$ cat src/rtl/flash_bus_arbiter.sv
// Arbiter for the shared configuration-flash pins: QSPI controller (req 0)
// versus SPI master (req 1). It grants ownership through a req/gnt handshake,
// registers the pad mux, and inserts a CS-high guard gap between owners.
// A watchdog revokes the grant from an idle owner that starves the other side.
module flash_bus_arbiter #(
  parameter int unsigned GAP_CYCLES   = 4,
  parameter int unsigned IDLE_TIMEOUT = 1024,
  parameter int unsigned TO_W         = 16
) (
  input  logic       iCLK,
  input  logic       iRESETn,
  input  logic [1:0] iREQ,
  output logic [1:0] oGNT,
  output logic [1:0] oREVOKED,
  input  logic       iQ_SCK,
  input  logic       iQ_CSn,
  input  logic [3:0] iQ_DOUT,
  input  logic [3:0] iQ_DOE,
  input  logic       iS_SCK,
  input  logic       iS_CSn,
  input  logic       iS_MOSI,
  output logic       oFL_SCK,
  output logic       oFL_CSn,
  output logic [3:0] oFL_DOUT,
  output logic [3:0] oFL_DOE,
  output logic       oBUSY
);

  typedef enum logic [1:0] {IDLE, OWN0, OWN1, GAP} state_e;

  localparam logic [7:0]      GAP_LOAD = 8'(GAP_CYCLES - 1);
  localparam bit              WD_EN    = (IDLE_TIMEOUT != 0);
  localparam logic [TO_W-1:0] WD_LAST  = WD_EN ? TO_W'(IDLE_TIMEOUT - 1) : '0;

  // Pads park with CSn high, HOLD/WP driven high and MISO/MOSI released.
  localparam logic [3:0] PAD_DOUT_RST = 4'b1100;
  localparam logic [3:0] PAD_DOE_RST  = 4'b1100;

  state_e          state_q, state_d;
  logic [1:0]      gnt_q, gnt_d;
  logic [1:0]      rev_q, rev_d;
  logic            last_q, last_d;
  logic [7:0]      gap_q, gap_d;
  logic [TO_W-1:0] wd_q, wd_d;

  logic            sck_q, sck_d;
  logic            csn_q, csn_d;
  logic [3:0]      dout_q, dout_d;
  logic [3:0]      doe_q, doe_d;

  logic            own_idx;
  logic            own_csn;
  logic            own_req;
  logic            oth_req;

  // Owner-relative view of the request and chip-select lines.
  always_comb begin
    own_idx = (state_q == OWN1);
    own_csn = own_idx ? iS_CSn : iQ_CSn;
    own_req = iREQ[own_idx];
    oth_req = iREQ[~own_idx];
  end

  // Next-state, grant, guard-gap and watchdog decisions.
  always_comb begin
    state_d = state_q;
    gnt_d   = gnt_q;
    rev_d   = '0;
    last_d  = last_q;
    gap_d   = gap_q;
    wd_d    = wd_q;
    case (state_q)
      IDLE: begin
        wd_d = '0;
        // Round robin on a tie: the requester that did not own last wins.
        if (iREQ == 2'b01 || (iREQ == 2'b11 && last_q)) begin
          state_d = OWN0;
          gnt_d   = 2'b01;
        end else if (iREQ[1]) begin
          state_d = OWN1;
          gnt_d   = 2'b10;
        end
      end
      OWN0, OWN1: begin
        // Release only with CSn high so a frame in flight is never cut.
        if (!own_req && own_csn) begin
          state_d = GAP;
          gnt_d   = '0;
          last_d  = own_idx;
          gap_d   = GAP_LOAD;
          wd_d    = '0;
        end else if (WD_EN && own_csn && oth_req) begin
          if (wd_q == WD_LAST) begin
            state_d        = GAP;
            gnt_d          = '0;
            rev_d[own_idx] = 1'b1;
            last_d         = own_idx;
            gap_d          = GAP_LOAD;
            wd_d           = '0;
          end else begin
            wd_d = wd_q + 1'b1;
          end
        end else begin
          wd_d = '0;
        end
      end
      GAP: begin
        if (gap_q == '0) state_d = IDLE;
        else             gap_d   = gap_q - 1'b1;
      end
      default: state_d = IDLE;
    endcase
  end

  // Pad mux selected by the current owner; everything else parks the pads.
  always_comb begin
    sck_d  = 1'b0;
    csn_d  = 1'b1;
    dout_d = PAD_DOUT_RST;
    doe_d  = PAD_DOE_RST;
    case (state_q)
      OWN0: begin
        sck_d  = iQ_SCK;
        csn_d  = iQ_CSn;
        dout_d = iQ_DOUT;
        doe_d  = iQ_DOE;
      end
      OWN1: begin
        sck_d  = iS_SCK;
        csn_d  = iS_CSn;
        dout_d = {3'b110, iS_MOSI};
        doe_d  = 4'b1101;
      end
      default: ;
    endcase
  end

  // Control state registers.
  always_ff @(posedge iCLK or negedge iRESETn) begin
    if (!iRESETn) begin
      state_q <= IDLE;
      gnt_q   <= '0;
      rev_q   <= '0;
      last_q  <= 1'b1;
      gap_q   <= '0;
      wd_q    <= '0;
    end else begin
      state_q <= state_d;
      gnt_q   <= gnt_d;
      rev_q   <= rev_d;
      last_q  <= last_d;
      gap_q   <= gap_d;
      wd_q    <= wd_d;
    end
  end

  // Single pad register stage; async reset parks the pads immediately.
  always_ff @(posedge iCLK or negedge iRESETn) begin
    if (!iRESETn) begin
      sck_q  <= 1'b0;
      csn_q  <= 1'b1;
      dout_q <= PAD_DOUT_RST;
      doe_q  <= PAD_DOE_RST;
    end else begin
      sck_q  <= sck_d;
      csn_q  <= csn_d;
      dout_q <= dout_d;
      doe_q  <= doe_d;
    end
  end

  assign oGNT     = gnt_q;
  assign oREVOKED = rev_q;
  assign oFL_SCK  = sck_q;
  assign oFL_CSn  = csn_q;
  assign oFL_DOUT = dout_q;
  assign oFL_DOE  = doe_q;
  assign oBUSY    = (state_q != IDLE);

endmodule

$ cat config.mk
export PLATFORM = sky130hd
export DESIGN_NAME = flash_bus_arbiter
export DESIGN_NICKNAME = d
export VERILOG_FILES = /design/src/rtl/flash_bus_arbiter.sv
export SDC_FILE = /design/constraint.sdc
export NUM_CORES = 1
export LEC_CHECK = 0
export CAP_MARGIN = 40
export CORE_ASPECT_RATIO = 0.9
export CORE_UTILIZATION = 56
export CTS_BUF_LIST = sky130_fd_sc_hd__clkbuf_4
export DETAILED_ROUTE_END_ITERATION = 7
export PLACE_DENSITY = 0.89
export SLEW_MARGIN = 10
export SYNTH_ARGS = -nofsm -noshare
export SYNTH_HDL_FRONTEND = slang
export SYNTH_SLANG_ARGS = --single-unit
$ cat constraint.sdc
create_clock -name iCLK -period 2.49 [get_ports iCLK]
set_input_delay 0.498 -clock iCLK [delete_from_list [all_inputs] [get_ports iCLK]]
set_output_delay 0.498 -clock iCLK [all_outputs]
set_load 0.02 [all_outputs]
* Word-level counts from Yosys, hierarchy flattened
Cells that the tools add are included.
** Storage, ports and cells
- Input port bits :: 17
- Bits in latches :: 0
- RAM bits :: 0
- Memories :: 0
- Word-level logic and storage cells :: 83
- ROM bits :: 0
- Output and inout port bits :: 15
- Register bits after elaboration :: 41
** Operators by class
- Equal/unequal tests :: 11
- Order comparisons :: 3
- Reductions and logical operators :: 18
- Multipliers :: 0
- Bitwise logic cells :: 1
- Multiplexer cells :: 38
- Shifts and indexed selects :: 0
- Div/mod/pow operators :: 0
- Add/sub/neg operators :: 2
** Operators with widths (count)
- 16-bit 2-to-1 mux :: 3
- 8-bit 2-to-1 mux :: 4
- 16-bit case mux with 2 select lines :: 1
- 2-bit 2-to-1 mux :: 13
- 16-bit by 1-bit adder with 16-bit output, second input constant :: 1
- 16-bit by 10-bit == test with 1-bit output, second input constant :: 1
- 4-bit case mux with 2 select lines :: 2
- 8-bit case mux with 2 select lines :: 1
- 4-bit AND reduction :: 3
- 2-bit nonzero test :: 5
- 1-bit 2-to-1 mux :: 9
- 3-bit inequality test, second input constant :: 3
- 8-bit zero test :: 1
- 8-bit by 1-bit subtractor with 8-bit output, second input constant :: 1
- 2-bit == test, second input constant :: 3
- 2-bit case mux with 3 select lines :: 1
- 2-bit by 1-bit == test with 1-bit output, second input constant :: 2
- 1-bit logical AND :: 4
- 1-bit by 2-bit < comparator with 1-bit output, second input constant :: 2
- 2-bit inequality test, second input constant :: 2
- 1-bit case mux with 2 select lines :: 2
- 2-bit case mux with 2 select lines :: 1
- 3-bit AND reduction :: 1
- 2-bit zero test :: 1
- 6 further kinds :: 6

* Logic depth before layout (Yosys ltp)
- Word-level depth :: 9
- Depth in mapped cells :: 9
- Gate-level depth less buffers :: 7

* Worst setup path after synthesis
OpenSTA, ideal clock, no wires.
- Kind :: flip-flop to flip-flop
- From :: register state_q[0]
- To :: register gap_q[0]
- Buffers on the path :: 2
- Stages on the path, launching flop included :: 10
- Arrival time :: 2.157 ns
- Required time :: 2.365 ns
- Setup time :: 0.125 ns
- Slack :: 0.207 ns
- Clock period less this slack :: 2.283 ns
- Path through :: dfrtp_1 > inv_1 > ha_1 > clkbuf_1 > nand2b_1 > o22ai_1 > a211oi_2 > or2_1 > buf_6 > mux2_4
** On the way
- Cells in the longest elaborated chain, start to end :: 7
- Elaborated cells on any way between the ends :: 19
- Those cells by class :: 6 x eq/ne; 7 x mux; 6 x reduce/logical
** Ends and longest elaborated chain
- start, declared :: line 39 : state_e state_q, state_d;
- start signal, assigned :: line 148 : state_q <= state_d;
- 2-bit == test (*) :: line 58 : own_idx = (state_q == OWN1);
- net own_idx :: line 51 : logic own_idx;
- 1-bit 2-to-1 mux (not written as such) (2 in series) :: line 60 : own_req = iREQ[own_idx];
- 1-bit zero test :: line 86 : if (!own_req && own_csn) begin
- 1-bit logical AND :: line 86
- 3-bit inequality test (no source line) or 8-bit 2-to-1 mux (tied branches)
- 4-bit AND reduction (no source line) or 8-bit case mux with 2 select lines (tied branches)
- end signal, assigned :: line 152 : gap_q <= gap_d;
- end, declared :: line 43 : logic [7:0] gap_q, gap_d;
The timed path passes the listed nets; every way through them passes the cells marked *. The select of a mux whose other input is x is not followed.
A chain may end at the register's enable or synchronous reset.

* Worst setup path in the final report
- From :: register wd_q[10]
- To :: register last_q
** On the way
- Cells in the longest elaborated chain, start to end :: 3
** Ends and longest elaborated chain
- start, declared :: line 44 : logic [TO_W-1:0] wd_q, wd_d;
- start signal, assigned :: line 153 : wd_q <= wd_d;
- 16-bit by 10-bit == test with 1-bit output :: line 93 : if (wd_q == WD_LAST) begin
- 2-bit nonzero test (no source line)
- 3-bit AND reduction (no source line)
- end signal, assigned :: line 151 : last_q <= last_d;
- end, declared :: line 42 : logic last_q, last_d;
No other way between the ends.

==> impl_metrics.tcl <==
set metrics [dict create \
    cts_buffers 5 \
    timing_worst_slew_pin_value_ns 0.5021 \
    finalCriticalPeriod_ns 2.337 \
    drv_slew 0 \
    core_area_um2 3528 \
    wire_per_inst_um 15.22 \
    grt_pass1_vias 1772 \
    initial_utilization_pct 60.96 \
    dp_hpwl_mm 3.370 \
    finish.net_count 284 \
    clock_latency_ns 0.36 \
    drive_above_1_share_pct 10.77 \
    syn_nets 248 \
    synth_seq_cells 41 \
    peakVddDrop_mv 0.5182 \
    avgSynthCellArea_um2 9.645 \
    max_freq_mhz 427.9 \
    status "finished, final reports clean" \
    worstRegToRegCells 5 \
    skew_ns 0.01300 \
    clk_pin_slew_ns 0.12 \
    critPathRequiredTime_ns 2.78 \
    clock_path_buffers 2 \
    rrSetupSlack_ns 0.15 \
    synth-edff-count 0 \
    hold_buffers 0 \
    r2r-start "wd_q[10]" \
    maxCapViolCount 0 \
    first_pass_iters 4 \
    syn_to_final_growth_pct 21.76 \
    cts_tree "built" \
    grt_pass1_wl_mm 7.645 \
    dieHeight_um 60.80 \
    gp_congestion 0.8256 \
    synthCells 223 \
    ys_types 50 \
    drt-total-wl_mm 4.626 \
    overflow 0 \
    timing.final.crit_share_pct 93.85 \
    crit_path_end_kind "register" \
    hold_viol_final 0 \
    first_iter_violations 208 \
    grt.total_usage_pct 25.76 \
    min_path_type "in2async" \
    synth_flop_cell "dfrtp_1" \
    critical-path-slowest-cell "or4_4" \
    cpPeakStageDelay_ns 0.58 \
    rsz0062_at_grt "false" \
    clockRootBuffer "clkbuf_4" \
    crit_path_max_fanout 6 \
    viasPerCell 5.816 \
    drc 0 \
    port_buffers 31 \
    rows 20 \
    synth_area_um2 2151 \
    vias 1768 \
    ant_nets 0 \
    cts_resized 0 \
    p_leak_nw 1.144 \
    worstSetupPathType "reg2reg" \
    ys_warn_count 0 \
    io-pin-count 32 \
    nFillCells 237 \
    async_flop_share_pct 100.0 \
    cts_setup_buffers 0 \
    instances_no_fill 304 \
    antenna_found_initial 0 \
    max-slew-margin-rel_pct 66.53 \
    dp.cells 296 \
    setup_viol 0 \
    critical_path_arrival_ns 2.63 \
    dieWidth_um 67.33 \
    start_kind "register" \
    antennaDiodeCount 0 \
    clock-sinks 41 \
    grt_max_degree 23 \
    die_area_um2 4093 \
    cp_cell_sequence "or4_4 -> or4_1 -> nor2b_1 -> o21ai_1 -> mux2_1" \
    r2r-end "last_q" \
    setup_tns_ns 0 \
    cts_max_level 2 \
    p_per_area_nw_per_um2 1020 \
    ys_seq_area_share_pct 48.05 \
]
stage by stage:
step	utilization [%]	worst slack (ns)	area [µm²]	hold slack, ns	total power [mW]
after detailed placement	71.91	0.1499	2537	0.4995	2.238
final	74.22	0.1531	2619	0.08778	2.671
after CTS	74.15	0.04505	2616	0.1070	2.673
after global placement	71.13	0.2256	2510	0.4952	2.178
after global routing	74.22	0.08464	2619	0.08919	2.845
after floorplan	-	0.2074	2151	0.2024	1.809
logic make-up after synthesis:
| family | share of synthesized area [%] |
|---|---|
| fa+ha+maj | 4.654 |
| simple gates | 23.04 |
| buf+inv | 4.072 |
| flops | 48.05 |
| mux | 2.210 |
| compound gates | 13.50 |
| xor+xnor | 4.479 |
cells in the mapped netlist, drive strengths merged, types with 2 or more instances:
library cell	count	share of area [%]
a211oi	3	1.3
a21o	4	1.4
a21oi	8	1.9
a22oi	2	0.70
and3	4	1.2
buf	2	0.76
clkbuf	6	1.0
dfrtp	35	41
dfstp	6	7.3
ha	8	4.7
inv	13	2.3
mux2	3	1.7
nand2	25	4.4
nand2b	4	1.2
nand3	14	3.3
nand4	3	1.6
nor2	26	4.5
nor2b	4	1.2
nor3	6	1.4
nor4	2	1.3
o21ai	11	2.7
o22ai	3	0.87
o31ai	2	0.70
or3	2	0.58
or4	2	0.87
xnor2	6	2.4
xor2	5	2.0
cell usage in the layout, fill, tap and decap left out, types with 2 or more instances in the layout:
master | netlist | final
a211oi_1 | 2 | 2
or3_1 | 2 | 2
nand4_1 | 2 | 2
o22ai_1 | 3 | 3
clkbuf_4 | 0 | 6
nand2b_1 | 4 | 4
a21oi_1 | 8 | 8
o21ai_0 | 5 | 5
inv_1 | 13 | 13
mux2_1 | 2 | 2
dfstp_2 | 6 | 6
clkdlybuf4s50_1 | 0 | 29
xnor2_1 | 6 | 6
o21ai_1 | 5 | 5
a21o_1 | 4 | 4
dfrtp_1 | 35 | 35
buf_4 | 0 | 5
nor3_1 | 6 | 6
o31ai_1 | 2 | 2
ha_1 | 8 | 8
nor2_1 | 26 | 26
and3_1 | 3 | 3
nand2_1 | 25 | 25
nand3_1 | 14 | 14
xor2_1 | 5 | 5
a22oi_1 | 2 | 2
nor2b_1 | 4 | 4
registers in the layout, summed over array words and instances, names as in the netlist:
register	count
wd_q	16
gap_q	8
oFL_DOE	4
oFL_DOUT	4
oGNT	2
oREVOKED	2
state_q	2
last_q	1
oFL_CSn	1
oFL_SCK	1
per-layer routing:
| layer | routed length, µm | track usage (%) | part of all wire, % |
|---|---|---|---|
| met4 | 85 | 13.37 | 1.8 |
| met2 | 2187 | 41.00 | 47 |
| met3 | 315 | 6.579 | 6.8 |
| met1 | 2038 | 32.54 | 44 |
| met5 | 0 | 0 | 0 |
how the worst max path moves through the flow:
stage / from / to / slack, ns / depth (start not counted)
finish: wd_q[10] / last_q / 0.15 / 5
global route: wd_q[10] / last_q / 0.08 / 5
CTS: state_q[0] / oBUSY / 0.05 / 4
detailed placement: iREQ[0] / gap_q[0] / 0.15 / 5
global placement: iREQ[0] / gap_q[0] / 0.23 / 5
floorplan: state_q[0] / gap_q[0] / 0.21 / 9
final cells by class:
class	instances	area (µm²)	area share (%)
Clock buffer	6	45.04	1.720
Clock inverter	2	33.78	1.290
Inverter	13	48.80	1.863
Multi-Input combinational cell	161	1030	39.32
Sequential cell	41	1033	39.46
Tap cell	44	55.05	2.102
Timing Repair Buffer	37	372.9	14.24
where the power goes:
group / internal [mW] / total (mW) / switching, mW
logic: 0.523 / 1.31 / 0.786
registers: 0.838 / 0.929 / 0.0902
clock network: 0.220 / 0.433 / 0.213
worst max-delay path: cells and delay by family, from the launching register on:
kind / cells / cell delay [ns]
and+or+nand+nor: 3 / 1.36
DFF: 1 / 0.46
muxes: 1 / 0.34
AOI/OAI and AO/OA: 1 / 0.12
No activity file was read; power rests on OpenSTA's default activity.
